[config.mk]
export PLATFORM = sky130hd
export DESIGN_NAME = vga_v_tracker
export DESIGN_NICKNAME = d
export VERILOG_FILES = /design/src/rtl/vga_v_tracker.sv
export SDC_FILE = /design/constraint.sdc
export NUM_CORES = 1
export LEC_CHECK = 0
export BUFFER_PORTS_ARGS = -buffer_cell sky130_fd_sc_hd__buf_4
export CAP_MARGIN = 40
export CORE_MARGIN = 1
export CORE_UTILIZATION = 59
export CTS_BUF_LIST = sky130_fd_sc_hd__clkbuf_4
export DETAILED_ROUTE_END_ITERATION = 10
export HOLD_SLACK_MARGIN = 0.03
export MAX_ROUTING_LAYER = met4
export PLACE_DENSITY = 0.83
export SLEW_MARGIN = 20
export SYNTH_ARGS = -nofsm -noshare
export SYNTH_HDL_FRONTEND = slang
export SYNTH_SLANG_ARGS = --single-unit
[constraint.sdc]
create_clock -name i_clk -period 5.15 [get_ports i_clk]
set_clock_uncertainty 0.2 [all_clocks]
set_input_delay 1.03 -clock i_clk [delete_from_list [all_inputs] [get_ports i_clk]]
set_output_delay 1.03 -clock i_clk [all_outputs]
set_load 0.05 [all_outputs]
[src/rtl/vga_v_tracker.sv]
// Vertical VGA tracker: counts rising edges of the horizontal sync into lines and frame phases.
// Optional macro VGA_V_TRACKER_CHECK_EN adds a sticky line-period consistency check on o_err.
module vga_v_tracker #(
  parameter int P_CNT_WIDTH     = 10,
  parameter int P_V_VISIBLE     = 480,
  parameter int P_V_BACK_PORCH  = 33,
  parameter int P_V_SYNC        = 2,
  parameter int P_V_FRONT_PORCH = 10,
  parameter int P_PERIOD_WIDTH  = 12
) (
  input  logic                   i_clk,
  input  logic                   i_reset,
  input  logic                   i_h_sync,
  output logic                   o_v_sync,
  output logic                   o_v_visible,
  output logic [P_CNT_WIDTH-1:0] o_line,
  output logic                   o_frame_start,
  output logic                   o_err
);

  localparam int LP_TOTAL = P_V_VISIBLE + P_V_BACK_PORCH + P_V_SYNC + P_V_FRONT_PORCH;
  localparam logic [P_CNT_WIDTH-1:0] LP_LINE_LAST  = P_CNT_WIDTH'(LP_TOTAL - 1);
  localparam logic [P_CNT_WIDTH-1:0] LP_VIS_LAST   = P_CNT_WIDTH'(P_V_VISIBLE - 1);
  localparam logic [P_CNT_WIDTH-1:0] LP_BACK_LAST  = P_CNT_WIDTH'(P_V_BACK_PORCH - 1);
  localparam logic [P_CNT_WIDTH-1:0] LP_SYNC_LAST  = P_CNT_WIDTH'(P_V_SYNC - 1);
  localparam logic [P_CNT_WIDTH-1:0] LP_FRONT_LAST = P_CNT_WIDTH'(P_V_FRONT_PORCH - 1);

  typedef enum logic [1:0] {
    ST_VISIBLE,
    ST_BACK_PORCH,
    ST_SYNC,
    ST_FRONT_PORCH
  } state_t;

  state_t                 r_state;
  state_t                 w_state_next;
  logic [P_CNT_WIDTH-1:0] r_phase_cnt;
  logic [P_CNT_WIDTH-1:0] r_line;
  logic                   r_hs_prev;
  logic                   r_armed;
  logic                   r_v_sync;
  logic                   r_v_visible;
  logic                   r_frame_start;
  logic                   w_boundary;
  logic                   w_phase_last;

  // r_armed blocks a sync that is already high at reset release from counting.
  assign w_boundary = i_h_sync & ~r_hs_prev & r_armed;

  always_comb begin
    w_phase_last = 1'b0;
    w_state_next = ST_VISIBLE;
    case (r_state)
      ST_VISIBLE: begin
        w_phase_last = (r_phase_cnt == LP_VIS_LAST);
        w_state_next = ST_BACK_PORCH;
      end
      ST_BACK_PORCH: begin
        w_phase_last = (r_phase_cnt == LP_BACK_LAST);
        w_state_next = ST_SYNC;
      end
      ST_SYNC: begin
        w_phase_last = (r_phase_cnt == LP_SYNC_LAST);
        w_state_next = ST_FRONT_PORCH;
      end
      default: begin
        w_phase_last = (r_phase_cnt == LP_FRONT_LAST);
        w_state_next = ST_VISIBLE;
      end
    endcase
  end

  always_ff @(posedge i_clk or posedge i_reset) begin
    if (i_reset) begin
      r_state       <= ST_VISIBLE;
      r_phase_cnt   <= '0;
      r_line        <= '0;
      r_hs_prev     <= 1'b0;
      r_armed       <= 1'b0;
      r_v_sync      <= 1'b0;
      r_v_visible   <= 1'b1;
      r_frame_start <= 1'b0;
    end else begin
      r_hs_prev     <= i_h_sync;
      r_armed       <= r_armed | ~i_h_sync;
      r_frame_start <= 1'b0;
      if (w_boundary) begin
        r_frame_start <= (r_line == LP_LINE_LAST);
        r_line        <= (r_line == LP_LINE_LAST) ? '0 : r_line + P_CNT_WIDTH'(1);
        if (w_phase_last) begin
          r_phase_cnt <= '0;
          r_state     <= w_state_next;
          r_v_sync    <= (w_state_next == ST_SYNC);
          r_v_visible <= (w_state_next == ST_VISIBLE);
        end else begin
          r_phase_cnt <= r_phase_cnt + P_CNT_WIDTH'(1);
        end
      end
    end
  end

  assign o_v_sync      = r_v_sync;
  assign o_v_visible   = r_v_visible;
  assign o_line        = r_line;
  assign o_frame_start = r_frame_start;

`ifdef VGA_V_TRACKER_CHECK_EN
  logic [P_PERIOD_WIDTH-1:0] r_period;
  logic [P_PERIOD_WIDTH-1:0] r_ref_period;
  logic                      r_started;
  logic                      r_ref_valid;
  logic                      r_err;

  // r_period holds the clocks elapsed since the previous boundary, saturating.
  always_ff @(posedge i_clk or posedge i_reset) begin
    if (i_reset) begin
      r_period     <= '0;
      r_ref_period <= '0;
      r_started    <= 1'b0;
      r_ref_valid  <= 1'b0;
      r_err        <= 1'b0;
    end else if (w_boundary) begin
      r_period <= P_PERIOD_WIDTH'(1);
      if (!r_started) begin
        r_started <= 1'b1;
      end else if (!r_ref_valid) begin
        r_ref_period <= r_period;
        r_ref_valid  <= 1'b1;
      end else if (r_period != r_ref_period) begin
        r_err <= 1'b1;
      end
    end else if (r_period != '1) begin
      r_period <= r_period + P_PERIOD_WIDTH'(1);
    end
  end

  assign o_err = r_err;
`else
  localparam int LP_UNUSED_PERIOD_W = P_PERIOD_WIDTH;
  assign o_err = 1'b0;
`endif

endmodule

==> impl_results.md <==
- Worst-path clk slew: around 0.15 ns
- WL final: between 2000 and 3000 microns
- Status: finished, final reports clean
- Post-synthesis register bit count: 27
- Antenna violations before repair: 0
- CTS buffer count: 3
- Post-synth ARST share: between 90% and 100%
- Part of the power in registers: about half
- Synthesized cell area: between 1000 and 1500 sq um
- Fmax: ~380 MHz
- Simple-gate share of the synthesized area: about a quarter
- Max Slew Vio Count: 0
- # IOs: 17
- Vias in the first global route: between 900 and 1,000
- Compound-Gate Fraction of Synth Area: 6.08%
- Cts repair resizes: 0
- Placed insts: about 180
- Post-synth EDFFs: 0
- Setup Buffers After CTS: 0
- Post-route DRC violation count: 0
- Final std cells w/o fill: roughly 180
- CTS tree: done
- Netlist cell types: 39
- Synthesized area per cell: approximately 11 sq um
- Gate power share: approximately a third
- Crit path largest cell delay: about 0.55 ns
- Final min period: approximately 2.6 ns
- Global-route wire length before repair: ~4400 microns
- Max clock buf depth: 2
- HPWL Detailed: 2010 microns
- Overflow after GRT: 0
- FP Rows: 17
- Yosys top cell area share: 45.9%
- RSZ-0062 raised after global routing: no
- Cell Chain, Critical Path: inv_1 -> ha_1 -> a21oi_1 -> o221ai_1 -> nor4_2 -> buf_4 -> mux2_2
- Post-layout net count: between 150 and 200
- Required @ worst endpoint: ~5.2 ns
- Crit end category: register
- Via count: ~1,100
- Mapped Cells: roughly 130
- Power Internal: 359 uW
- Detailed Route Iter0 Violations: 34
- Clock power share: between 15 and 20%
- Final setup vio count: 0
- Layout cells sized above 1: between 20% and 30%
- Hold Crit Class: register to register
- Synth Flop Type: dfrtp_1
- Die X: 51.0 microns
- Lkg Pwr: 0.739 nW
- Placed inst area: ~1600 sq um
- Synth Area in Adders: about 6.2%
- Worst skew pair latency: about 0.32 ns
- Largest family of logic cells by synthesized area: simple AND/OR/NAND/NOR gates
- Post-synthesis sequential area ratio: between 40% and 50%
- CTS H-tree depth: 1
- Post-route ant nets: 0
- Pwr dens: 380 nW/um^2
- GRT Overall Usage: a little under a quarter
- Max-slew headroom: approximately 65%
- Worst setup path class: register to register
- N_diodes: 0
- Post-synthesis cell type with the largest combined area: dfrtp_1
- Slowest-stage cell, CP: nor4_2
- Vias per std cell: between 5 and 6
- Switching Share: approximately two fifths
- Synth area leaders: dfrtp_1, ha_1, xnor2_1
- Tcrit/Tclk final: 51.0%
- Area grow syn2layout: 13.2%
- Starting density of the core: a little under two thirds
- Worst slew pin tran: between 0.5 and 0.6 ns
- VDD IR max: ~0.00046 V
- Synth Net Count: about 140
- GPL Wtd Cong: 0.856
- Largest net degree at the start of global routing: 21
- Post-CTS Hold Fix Bufs: 0
- Total iterations of the first detailed-routing run: 4
- Die Height: 51.0 microns
- Die area: roughly 2600 sq um
- DR WL/cell: around 15 microns
- Worst hold stages: 1
- Cell area after layout: between 1500 and 2000 sq um
- Maxcap violations: 0
- Clk root buf: clkbuf_4
- I/O Buffers: 15
- Worst EP arrival: 2.65 ns
- Post-synthesis xor/xnor area fraction: 8.02%
- Psw: roughly 250 uW
- Fin Setup TNS: 0 ns
- CTS Sinks: 27
- Fin. Hold Viols: 0
- Core ar.: approximately 2200 sq um
- Warnings from Yosys: 0
- CP max FO: 7
- Kind of start point of the critical path: register
- Mux cell area share after synthesis: about 4.4%
- Reg2reg path depth: 7
==> cell usage after synthesis (2+ instances only) <==
library cell / n
nor3b_1: 4
a21oi_1: 3
nor4_1: 2
nor3_1: 5
nand4_1: 6
xor2_1: 5
or3_1: 2
nand2_1: 8
mux2_4: 2
mux2_2: 2
and2_1: 2
nor2_1: 12
and4_1: 2
inv_1: 7
nand2b_1: 3
dfrtp_1: 26
o21ai_0: 4
and3b_1: 2
ha_1: 7
xnor2_1: 8
nand3_1: 3
==> flip-flops by register name, summed over array words and instances, names as in the netlist <==
register,cells
o_frame_start,1
o_line,10
o_v_sync,1
o_v_visible,1
r_armed,1
r_hs_prev,1
r_phase_cnt,10
r_state,2
==> metal layers <==
metal / wire length [microns] / part of all wire [%] / track usage, % / up-vias
li1: - / - / - / 499
met1: 1250 / 46 / 30.7 / 521
met2: 1360 / 50 / 37.7 / 32
met3: 98 / 3.6 / 2.68 / 4
met4: 29 / 1.1 / 6.94 / 0
met5: 0 / 0 / - / -
==> power by group through the flow <==
stage / clock network [mW] / logic, mW / registers (mW)
final: 0.0928 / 0.207 / 0.310
after global routing: 0.0998 / 0.225 / 0.316
after CTS: 0.0932 / 0.209 / 0.308
after detailed placement: 0 / 0.209 / 0.312
after global placement: 0 / 0.198 / 0.308
after floorplan: 0 / 0.0974 / 0.359
==> per-stage QoR <==
step                      hold slack, ns  total power, mW  utilization (%)  setup slack (ns)
after global routing               0.293            0.641             71.9              2.35
after CTS                          0.292            0.610             71.9              2.53
after floorplan                    0.246            0.456                -              2.71
after global placement             0.266            0.506             69.1              1.99
after detailed placement           0.272            0.520             70.7              2.19
final                              0.293            0.610             71.9              2.52
==> critical path, delay by kind of cell (launching register included) <==
family	cells	cell delay, ns
compound gates	2	0.34
buf+inv	2	0.35
mux	1	0.34
fa+ha+maj	1	0.32
flops	1	0.43
simple gates	1	0.55
==> placed cells by master (no fill, tap or decap), types with 2 or more instances in the layout <==
master,instances
dfrtp_1,26
buf_4,16
nor2_1,12
xnor2_1,8
nand2_1,8
inv_1,7
ha_1,7
nand4_1,6
nor3_1,5
xor2_1,5
nor3b_1,4
o21ai_0,4
nand3_1,3
a21oi_1,3
nand2b_1,3
clkbuf_4,3
and3b_1,2
and4_1,2
nor4_1,2
mux2_4,2
and2_1,2
or3_1,2
mux2_2,2
==> kinds of logic after synthesis <==
kind of cell | after synthesis
xor+xnor | 13
flops | 27
simple gates | 57
buf+inv | 10
other cells | 1
fa+ha+maj | 7
compound gates | 13
mux | 5
==> final timing paths <==
check                                                 from                    endpoint  slack, ns
max in group asynchronous                          i_reset     o_v_visible$_DFFE_PP1P_       3.77
worst min-delay path            r_phase_cnt[9]$_DFFE_PP0N_  r_phase_cnt[9]$_DFFE_PP0N_       0.29
worst min register to register  r_phase_cnt[9]$_DFFE_PP0N_  r_phase_cnt[9]$_DFFE_PP0N_       0.29
worst max register to register      r_state[1]$_DFFE_PP0P_        o_v_sync$_DFFE_PP0P_       2.52
min in group asynchronous                          i_reset       o_line[6]$_DFFE_PP0N_       0.47
worst max-delay path                r_state[1]$_DFFE_PP0P_        o_v_sync$_DFFE_PP0P_       2.52
==> layout make-up <==
cell class	instances	area, sq um
Tap cell	28	35.0
Inverter	7	26.3
Timing Repair Buffer	17	148
Sequential cell	27	677
Fill cell	168	627
Clock buffer	3	22.5
Clock inverter	1	5.00
Multi-Input combinational cell	96	693
Note: power is estimated with default switching activity, not from simulation.
